[config.mk]
export PLATFORM = sky130hd
export DESIGN_NAME = gpr_port_arbiter
export DESIGN_NICKNAME = d
export VERILOG_FILES = /design/src/rtl/gpr_port_arbiter_pkg.sv /design/src/rtl/rr_priority_pick.sv /design/src/rtl/gpr_port_arbiter.sv
export SDC_FILE = /design/constraint.sdc
export NUM_CORES = 1
export LEC_CHECK = 0
export ABC_CLOCK_PERIOD_IN_PS = 2750
export CORE_AREA = 2 2 89 91
export DETAILED_ROUTE_END_ITERATION = 12
export DIE_AREA = 0 0 91 93
export PLACE_DENSITY = 0.88
export SLEW_MARGIN = 15
export SYNTH_ARGS = -nofsm -noshare
export SYNTH_HDL_FRONTEND = slang
export SYNTH_SLANG_ARGS = --single-unit
[constraint.sdc]
create_clock -name clk -period 2.75 [get_ports clk]
set_clock_uncertainty 0.15 [all_clocks]
set_input_delay 0.55 -clock clk [delete_from_list [all_inputs] [get_ports clk]]
set_output_delay 0.55 -clock clk [all_outputs]
set_load 0.05 [all_outputs]
[src/rtl/gpr_port_arbiter_pkg.sv]
// Shared definitions for the GPR port arbiter: register select codes and sequencer states.
package gpr_port_arbiter_pkg;

    localparam logic [1:0] GPR_SEL_X   = 2'd0;
    localparam logic [1:0] GPR_SEL_Y   = 2'd1;
    localparam logic [1:0] GPR_SEL_ACC = 2'd2;
    localparam logic [1:0] GPR_SEL_BAD = 2'd3;

    typedef enum logic [1:0] {
        StIdle   = 2'd0,
        StAccess = 2'd1,
        StDone   = 2'd2
    } gpr_state_e;

endpackage

[src/rtl/rr_priority_pick.sv]
// Combinational round-robin pick: first set request scanning upward from ptr+1 with wrap.
module rr_priority_pick #(
    parameter int unsigned NUM_REQ = 3,
    localparam int unsigned IW = (NUM_REQ > 1) ? $clog2(NUM_REQ) : 1
) (
    input  logic [NUM_REQ-1:0] req,
    input  logic [IW-1:0]      ptr,
    output logic [NUM_REQ-1:0] winner,
    output logic [IW-1:0]      idx
);

    int unsigned cand;

    // Scan farthest-first so the candidate nearest ptr+1 is the last one assigned.
    always_comb begin
        winner = '0;
        idx    = '0;
        cand   = 0;
        for (int unsigned k = NUM_REQ; k >= 1; k--) begin
            cand = (32'(ptr) + k) % NUM_REQ;
            if (req[cand]) begin
                winner       = '0;
                winner[cand] = 1'b1;
                idx          = IW'(cand);
            end
        end
    end

endmodule

[src/rtl/gpr_port_arbiter.sv]
// Round-robin arbiter sharing the X/Y/ACC register-file ports among NUM_REQ requesters.
// Optional macro GPR_LOCK_EN: a locked owner chains DONE -> ACCESS for back-to-back access.
module gpr_port_arbiter
    import gpr_port_arbiter_pkg::*;
#(
    parameter int unsigned NUM_REQ = 3,
    parameter int unsigned DW      = 16
) (
    input  logic                  clk,
    input  logic                  rst,
    input  logic [NUM_REQ-1:0]    req,
    input  logic [NUM_REQ-1:0]    req_we,
    input  logic [2*NUM_REQ-1:0]  req_sel,
    input  logic [DW*NUM_REQ-1:0] req_wdata,
    input  logic [NUM_REQ-1:0]    req_lock,
    output logic [NUM_REQ-1:0]    gnt,
    output logic [NUM_REQ-1:0]    ack,
    output logic [DW-1:0]         rdata,
    output logic                  err,
    output logic                  busy,
    output logic [DW-1:0]         data_in,
    output logic                  reg_write_x,
    output logic                  reg_write_y,
    output logic                  reg_write_accumulator,
    output logic                  reg_read_x,
    output logic                  reg_read_y,
    output logic                  reg_read_accumulator,
    input  logic [DW-1:0]         data_out_x,
    input  logic [DW-1:0]         data_out_y,
    input  logic [DW-1:0]         data_out_accumulator
);

    localparam int unsigned IW = (NUM_REQ > 1) ? $clog2(NUM_REQ) : 1;

    gpr_state_e    state_q, state_d;
    logic [IW-1:0] owner_q, owner_d, ptr_q, ptr_d;
    logic          we_q, we_d;
    logic [1:0]    sel_q, sel_d;
    logic [DW-1:0] wdata_q, wdata_d, rdata_q, rdata_d;
    logic          err_q, err_d;

    logic [NUM_REQ-1:0] pick_onehot;
    logic [IW-1:0]      pick_idx;
    logic               do_latch;
    logic [IW-1:0]      lat_idx;
    logic [DW-1:0]      rd_mux;

`ifndef GPR_LOCK_EN
    logic unused_lock;
    assign unused_lock = ^req_lock;
`endif

    rr_priority_pick #(
        .NUM_REQ (NUM_REQ)
    ) u_pick (
        .req    (req),
        .ptr    (ptr_q),
        .winner (pick_onehot),
        .idx    (pick_idx)
    );

    always_comb begin
        unique case (sel_q)
            GPR_SEL_X:   rd_mux = data_out_x;
            GPR_SEL_Y:   rd_mux = data_out_y;
            GPR_SEL_ACC: rd_mux = data_out_accumulator;
            default:     rd_mux = '0;
        endcase
    end

    always_comb begin
        state_d  = state_q;
        owner_d  = owner_q;
        ptr_d    = ptr_q;
        we_d     = we_q;
        sel_d    = sel_q;
        wdata_d  = wdata_q;
        rdata_d  = rdata_q;
        err_d    = err_q;
        do_latch = 1'b0;
        lat_idx  = pick_idx;
        unique case (state_q)
            StIdle: begin
                if (|pick_onehot) begin
                    do_latch = 1'b1;
                    ptr_d    = pick_idx;
                    state_d  = StAccess;
                end
            end
            StAccess: begin
                state_d = StDone;
                err_d   = (sel_q == GPR_SEL_BAD);
                rdata_d = we_q ? '0 : rd_mux;
            end
            StDone: begin
                state_d = StIdle;
`ifdef GPR_LOCK_EN
                if (req_lock[owner_q] && req[owner_q]) begin
                    do_latch = 1'b1;
                    lat_idx  = owner_q;
                    state_d  = StAccess;
                end
`endif
            end
            default: state_d = StIdle;
        endcase
        // Requester fields are sampled only here; later changes cannot disturb a transaction.
        if (do_latch) begin
            owner_d = lat_idx;
            we_d    = req_we[lat_idx];
            sel_d   = req_sel[32'(lat_idx)*2 +: 2];
            wdata_d = req_wdata[32'(lat_idx)*DW +: DW];
        end
    end

    always_ff @(posedge clk or negedge rst) begin
        if (!rst) begin
            state_q <= StIdle;
            owner_q <= '0;
            ptr_q   <= IW'(NUM_REQ - 1);
            we_q    <= 1'b0;
            sel_q   <= GPR_SEL_X;
            wdata_q <= '0;
            rdata_q <= '0;
            err_q   <= 1'b0;
        end else begin
            state_q <= state_d;
            owner_q <= owner_d;
            ptr_q   <= ptr_d;
            we_q    <= we_d;
            sel_q   <= sel_d;
            wdata_q <= wdata_d;
            rdata_q <= rdata_d;
            err_q   <= err_d;
        end
    end

    // Register-file side decoded purely from registered state.
    always_comb begin
        gnt                   = '0;
        ack                   = '0;
        data_in               = '0;
        reg_write_x           = 1'b0;
        reg_write_y           = 1'b0;
        reg_write_accumulator = 1'b0;
        reg_read_x            = 1'b0;
        reg_read_y            = 1'b0;
        reg_read_accumulator  = 1'b0;
        if (state_q != StIdle) gnt[owner_q] = 1'b1;
        if (state_q == StDone) ack[owner_q] = 1'b1;
        if (state_q == StAccess) begin
            data_in = wdata_q;
            reg_write_x           = we_q  && (sel_q == GPR_SEL_X);
            reg_write_y           = we_q  && (sel_q == GPR_SEL_Y);
            reg_write_accumulator = we_q  && (sel_q == GPR_SEL_ACC);
            reg_read_x            = !we_q && (sel_q == GPR_SEL_X);
            reg_read_y            = !we_q && (sel_q == GPR_SEL_Y);
            reg_read_accumulator  = !we_q && (sel_q == GPR_SEL_ACC);
        end
    end

    assign busy  = (state_q != StIdle);
    assign rdata = rdata_q;
    assign err   = err_q;

endmodule

Yosys cells after proc, flatten, opt, wreduce, memory -nomap -nowiden
Index checks and enable logic that the tools add are counted.

Word-level logic and storage cells: 84. Input port bits: 113. Register bits: 42. Output and inout bits: 46.

$add $sub $neg: 3. Equal/unequal tests: 6. Reductions and logical operators: 16. Order comparisons: 9. Divide/modulo/power cells: 3. Shifts and indexed selects: 2. Multiplexer cells: 37.

Operator list (count): 32-bit by 1-bit greater-or-equal comparator with 1-bit output (second input constant) (3); 32-bit by 3-bit less-than comparator with 1-bit output (second input constant) (3); 32-bit by 2-bit remainder unit with 32-bit output (second input constant) (3); 16-bit one-hot mux with 3 select lines (1); 48-bit by 7-bit indexed part select with 16-bit output (1); 16-bit 2-to-1 mux (2); 1-bit 2-to-1 mux (16); 3-bit 2-to-1 mux (5); 1-bit logical AND (10); 1-bit binary-select mux with 2-bit select (4); 1-bit demux with 2-bit select (4); 2-bit 2-to-1 mux (4); 2-bit by 2-bit adder with 3-bit output (second input constant) (2); 2-bit == test (second input constant) (3); 2-bit by 3-bit less-than comparator with 1-bit output (second input constant) (2); 6-bit by 4-bit indexed part select with 2-bit output (1); 2-bit by 1-bit == test with 1-bit output (second input constant) (2); 2-bit zero test (2); 2-bit one-hot mux with 2 select lines (1); 2-bit by 1-bit adder with 3-bit output (second input constant) (1); 3-bit OR reduction (1); 2-bit by 1-bit greater-or-equal comparator with 1-bit output (second input constant) (1); 2-bit inequality test (second input constant) (1); 2-bit AND reduction (1); 2 further kinds (2).

Logic depth before layout (Yosys ltp)
Gate-level depths: netlist of the first run.

Word-level depth: 12. Gate-level depth with buffers: 11. Mapped depth without buffers: 8.

Modules after synthesis
Synthesis of the first run repeated with hierarchy kept, for this count alone.

Cells, all modules: 249. Area, all modules: 2723.9 um^2.

By module, submodules not included: gpr_port_arbiter (cells an instance 215, times used 1, area an instance 2468.6 um^2, sequential area each 1027.2 um^2); rr_priority_pick (cells an instance 34, times used 1, area an instance 255.2 um^2, sequential area each 0.0 um^2).

Least setup slack after synthesis of the first run
Ideal clock, no wire load.

Path type: register to output. From: register sel_q[1]. To: output reg_read_accumulator. Stages on the path, launching flop included: 4. Data required time: 2.050 ns. Arrival: 2.556 ns. Setup slack: -0.506 ns. Path buffers: 2. Cells stage by stage: dfrtp_1 -> clkbuf_1 -> clkbuf_1 -> nor4b_1.

Cells in the longest elaborated chain, start to end: 3.

RTL lines: start: declaration (RTL line gpr_port_arbiter.sv:38) `logic [1:0] sel_q, sel_d;`; start signal: assignment (RTL line gpr_port_arbiter.sv:131) `sel_q <= sel_d;`; 2-bit == test (RTL line gpr_port_arbiter.sv:158) `reg_read_accumulator = !we_q && (sel_q == GPR_SEL_ACC);`; 1-bit logical AND (RTL line gpr_port_arbiter.sv:158); 1-bit 2-to-1 mux (RTL line gpr_port_arbiter.sv:151) `if (state_q == StAccess) begin`; end: declaration (RTL line gpr_port_arbiter.sv:27) `output logic reg_read_accumulator,`.

Every way passes these cells.

Worst setup path in the final report of the first run
From: register ptr_q[1]. To: register sel_q[0].

Cells in the longest elaborated chain, start to end: 12. Elaborated cells on any way between the ends: 37. Those cells by class: add/sub (3); div (3); order compare (6); shift (1); mux (20); reduce/logical (4).

RTL lines: start: declaration (RTL line gpr_port_arbiter.sv:36) `logic [IW-1:0] owner_q, owner_d, ptr_q, ptr_d;`; start signal: assignment (RTL line gpr_port_arbiter.sv:120) `ptr_q <= IW'(NUM_REQ - 1);`; start signal: assignment (RTL line gpr_port_arbiter.sv:129) `ptr_q <= ptr_d;`; 2-bit by 2-bit adder with 3-bit output (RTL line rr_priority_pick.sv:20) `cand = (32'(ptr) + k) % NUM_REQ;`; 32-bit by 2-bit remainder unit with 32-bit output (RTL line rr_priority_pick.sv:20); 32-bit by 1-bit greater-or-equal comparator with 1-bit output (implied by the code) or 32-bit by 3-bit less-than comparator with 1-bit output (tied branches) (RTL line rr_priority_pick.sv:23) `winner[cand] = 1'b1;`; 1-bit logical AND (implied by the code) (RTL line rr_priority_pick.sv:23); 1-bit 2-to-1 mux (implied by the code) (RTL line rr_priority_pick.sv:23); 1-bit demux with 2-bit select; 3-bit 2-to-1 mux (3 in a row) (RTL line rr_priority_pick.sv:21) `if (req[cand]) begin`; 3-bit OR reduction (RTL line gpr_port_arbiter.sv:84) `if (|pick_onehot) begin`; 1-bit 2-to-1 mux (RTL line gpr_port_arbiter.sv:84); 1-bit 2-to-1 mux (RTL line gpr_port_arbiter.sv:82) `unique case (state_q)`.

Several ways; a longest one is shown, not always the timed one. The select of a mux whose other input is x is not followed. A chain may end at the register's enable or synchronous reset.

==> flow_summary.toml, run 1 <==
[setup_path]
reg2reg_slack_ns = 0.13
r2r_cells = 8
critical_path.endpoint = "sel_q[0]"
path_class = "register to register"
worstSetupStartpointType = "register"
rr_endpoint = "sel_q[0]"
cp.required_ns = 2.77
cp-end-kind = "register"
cp_max_fo = 12
r2r-start = "ptr_q[1]"
crit_path_start = "ptr_q[1]"
crit_arrival_ns = 2.64

[route]
dr.pass1.iters = 4
via_per_inst = 5.359
drc = 0
drtIter0Drc = 113
routed_wl_um = 9557
dr_total_vias = 3108
ant_nets = 0
routedWlPerCell_um = 16.48

[layout]
area_delta_synth_final_pct = 68.51
antenna_cells = 0
nFillCells = 625
nets = 596
multi_input_area_mm2 = 0.001688
mostFrequentLayoutCells = "clkdlybuf4s50_1, dfrtp_1, o21ai_0"
mostFrequentLayoutCell = "clkdlybuf4s50_1"
fin_area_mm2 = 0.004801
register_area_mm2 = 0.001027
drive_gt1_frac = 0.1381

[sta]
fmax_mhz = 381.7
holdWs_ns = 0.06860
grt_setup_unrepaired = "no"
worst_slack_ns = 0.1304
tns_ns = 0
maxSlewHeadroom = 0.2635
setup_viol = 0
hold_violations = 0
drv_slew = 0
tightest_slew_ns = 1.101
finalCritPeriodShare = 0.9526
final.min_clock_period_ns = 2.620

[power_and_ir_drop]
p_leak_nw = 2.050
ir_drop_v = 0.0007092
powerDensity_mw_per_mm2 = 1304
design_power_total_mw = 6.261

[logic_synthesis]
synth_edf_count = 0
syn-num-nets = 442
syn_inst = 325
synth.avg_cell_area_um2 = 8.766
yosys_warnings = 0
ys.flop_type = "dfrtp_1"
syn_area_mm2 = 0.002849
ys_seq_elements = 41
synth_area_leaders = "dfrtp_1, mux2i_1, o22a_1"
async_reset_ff_frac = 1.000
synth_cell_type_count = 44
synth_seq_area_share = 0.3606
yosysTopAreaCell = "dfrtp_1"
synth_top_area_share = 0.3513

[placement]
hpwl_um = 7384
io_buffers = 155
gp_routability_congestion = 0.9017
placed_area_mm2 = 0.004722
dp_slack_ns = -0.001432

[outcome]
status = "complete, no violations"

[global_route]
grt_pass1_wl_um = 15170
grt-ovfl-total = 0
grtUsageTotal = 0.2209
grt_max_degree = 23
grt_pass1_vias = 3121
antenna_found_initial = 0

[die]
chipHeight_um = 93
start_util = 0.3785
die_x_um = 91
num_io_pins = 159
core.rowCount = 32
design.die.area_mm2 = 0.008463
core-area_mm2 = 0.007527

[clock_tree]
post_cts_resized = 0
tritoncts = "done"
cts_htree_levels = 2
cts.sinks = 41
post_cts.repair.setup_buffers = 0
clk_path_buf_depth = 2
root_buffer = "clkbuf_8"
postCtsHoldBufs = 0
worstSkewPairLatency_ns = 0.28
path_clk_slew_ns = 0.08
cts_made_buffers = 5

[worst_hold_path]
hold_class = "primary input to async pin"

[flow_run]
maxCapViolations = 0
==> metal layers <==
metal	track usage	wire [um]	vias up
li1	-	-	1490
met1	0.2726	3917	1490
met2	0.3981	4969	118
met3	0.03626	548	10
met4	0.06313	121	0
met5	0	0	-
==> critical path, cell delays in order (launching register included) <==
cell	delay, ns
dfstp_2	0.55
ha_2	0.34
nor2b_1	0.19
o211a_1	0.29
o221a_2	0.33
buf_4	0.17
o21ai_0	0.18
a21oi_1	0.12
o22a_1	0.18
==> worst min-delay path by stage <==
| stage | start | to | slack, ns | cells past startpoint |
|---|---|---|---|---|
| floorplan | rst | err | 0.10 | 0 |
| global placement | err | err | 0.32 | 2 |
| detailed placement | wdata_q[15] | wdata_q[15] | 0.34 | 1 |
| CTS | rst | rdata[12] | 0.08 | 1 |
| finish | rst | rdata[12] | 0.07 | 1 |
| global route | rst | rdata[12] | 0.09 | 1 |
==> state kept, by name, summed over array words and instances (netlist names) <==
name     count
ptr_q        1
err          1
we_q         1
state_q      2
sel_q        2
owner_q      2
wdata_q     16
rdata       16
==> stage by stage <==
step,util,std cells
3_3_place_gp,0.6273,574
5_1_grt,0.6378,580
2_1_floorplan,-,325
6_report,0.6378,580
3_5_place_dp,0.6273,574
4_1_cts,0.6371,580
==> cells by family (layout without fill, tap and decap cells) <==
group           after synthesis  count (layout)  synth area share
compound gates              129             129            0.3232
simple gates                 99              99            0.1796
flops                        41              41            0.3606
buf+inv                      35             188           0.05928
mux                          17              17           0.05973
fa+ha+maj                     4               4           0.01757
==> cell type report <==
type	instances	share of cell area
repair buffers	176	0.3878
multi-input cells	249	0.3516
flip-flops and latches	41	0.2140
well taps	102	0.02658
clock buffers	5	0.01433
inverters	6	0.004691
clock inverters	1	0.001042
==> report_power, final <==
| group | switching (mW) | internal, mW | leakage, nW |
|---|---|---|---|
| clock network | 0.197 | 0.167 | 0.0399 |
| logic | 2.72 | 2.07 | 1.50 |
| registers | 0.210 | 0.892 | 0.505 |
==> cell usage after synthesis, drive strengths merged (8+ instances only) <==
library cell and number:
a21oi 21, a21o 20, o21ai 39, mux2i 17
nor2 8, and2 16, o22a 19, nand2 27
buf 11, a22o 16, clkbuf 18, dfrtp 40
nand2b 8, nand3 21
(Power assumes the default switching activity.)
==> run 2: changes to the inputs <==
--- a/config.mk
+++ b/config.mk
@@ -9,6 +9,7 @@
 export CORE_AREA = 2 2 89 91
 export DETAILED_ROUTE_END_ITERATION = 12
 export DIE_AREA = 0 0 91 93
+export GPL_ROUTABILITY_DRIVEN = 0
 export PLACE_DENSITY = 0.88
 export SLEW_MARGIN = 15
 export SYNTH_ARGS = -nofsm -noshare
==> flow_summary.toml, run 2 (synthesis results as in run 1) <==
[setup_path]
cp.required_ns = 2.05
cp-end-kind = "output port"
cp_max_fo = 3
path_class = "register to output port"
r2r_cells = 9
crit_arrival_ns = 1.92
worstSetupStartpointType = "register"

[clock_tree]
cts_made_buffers = 5
worstSkewPairLatency_ns = 0.29
clk_path_buf_depth = 2
path_clk_slew_ns = 0.08
postCtsHoldBufs = 0
cts.sinks = 41
root_buffer = "clkbuf_8"
post_cts.repair.setup_buffers = 0
post_cts_resized = 0
tritoncts = "done"
cts_htree_levels = 2

[power_and_ir_drop]
powerDensity_mw_per_mm2 = 1317
p_leak_nw = 2.055
ir_drop_v = 0.0008072

[flow_run]
maxCapViolations = 0

[layout]
drive_gt1_frac = 0.1396
nFillCells = 626
nets = 596
area_delta_synth_final_pct = 68.86
antenna_cells = 0
register_area_mm2 = 0.001027
multi_input_area_mm2 = 0.001685
mostFrequentLayoutCell = "clkdlybuf4s50_1"
mostFrequentLayoutCells = "clkdlybuf4s50_1, dfrtp_1, o21ai_0"
fin_area_mm2 = 0.004811

[route]
drtIter0Drc = 124
ant_nets = 0
routedWlPerCell_um = 16.81
dr.pass1.iters = 4
drc = 0
via_per_inst = 5.407
dr_total_vias = 3147
routed_wl_um = 9785

[global_route]
grt_max_degree = 42
grt_pass1_vias = 3219
grt-ovfl-total = 0
grt_pass1_wl_um = 15530
grtUsageTotal = 0.2272
antenna_found_initial = 0

[sta]
maxSlewHeadroom = 0.2337
setup_viol = 0
grt_setup_unrepaired = "no"
drv_slew = 0
tns_ns = 0
final.min_clock_period_ns = 2.616
fmax_mhz = 382.2
hold_violations = 0
finalCritPeriodShare = 0.9513
tightest_slew_ns = 1.145

[die]
chipHeight_um = 93
die_x_um = 91
core-area_mm2 = 0.007527
core.rowCount = 32
start_util = 0.3785
design.die.area_mm2 = 0.008463
num_io_pins = 159

[outcome]
status = "complete, no violations"

[placement]
io_buffers = 155
hpwl_um = 7561
placed_area_mm2 = 0.004722

[worst_hold_path]
hold_class = "primary input to async pin"
[run 2: cell count changes in the layout (fill, tap and decap cells not counted), sizes merged]
cell | before | now
clkinv | 1 | 2
clkinvlp | 0 | 1
[run 2: area by class of cell]
cell class,instances,share of cell area
Timing Repair Buffer,176,0.3870
Multi-Input combinational cell,249,0.3503
Sequential cell,41,0.2135
Tap cell,102,0.02653
Clock buffer,5,0.01430
Inverter,6,0.004681
Clock inverter,3,0.003641
[run 2: final timing paths]
check | start | end | slack, ns
worst max-delay path | state_q[0] | ack[0] | 0.13
worst min-delay path | rst | rdata[12] | 0.24
worst max register to register | ptr_q[1] | wdata_q[5] | 0.18
worst min register to register | wdata_q[8] | wdata_q[8] | 0.35
max in group asynchronous | rst | wdata_q[6] | 1.61
min in group clk | wdata_q[8] | wdata_q[8] | 0.35
[run 2: report_power, final]
part | leakage, nW | internal (mW) | switching (mW) | total, mW
Sequential | 0.505 | 0.892 | 0.209 | 1.10
Clock | 0.0439 | 0.175 | 0.218 | 0.393
Combinational | 1.51 | 2.09 | 2.75 | 4.84
[run 2: through the flow]
stage          instances  setup slack [ns]  hold slack [ns]    util  power [mW]
2_1_floorplan        325           0.06700           0.1044       -       4.393
3_3_place_gp         574           0.08050           0.3184  0.6273       5.796
3_5_place_dp         574           0.01039           0.3396  0.6273       5.947
4_1_cts              582            0.1144           0.2675  0.6388       6.359
5_1_grt              582          0.004631           0.3095  0.6391       6.773
6_report             582            0.1339           0.2384  0.6391       6.337
[run 2: layer usage]
| metal | track usage | routed length [um] | vias up | share of wire |
|---|---|---|---|---|
| met2 | 0.4228 | 5108 | 135 | 0.52 |
| met5 | 0 | 0 | - | 0 |
| li1 | - | - | 1509 | - |
| met3 | 0.03948 | 609 | 17 | 0.062 |
| met4 | 0.07197 | 164 | 0 | 0.017 |
| met1 | 0.2652 | 3902 | 1486 | 0.40 |
[run 2: critical path, cell delays in order, from the launching register on]
cell	delay, ns
dfrtp_1	0.39
nand2b_1	0.20
nor3_1	0.19
clkdlybuf4s50_1	0.84
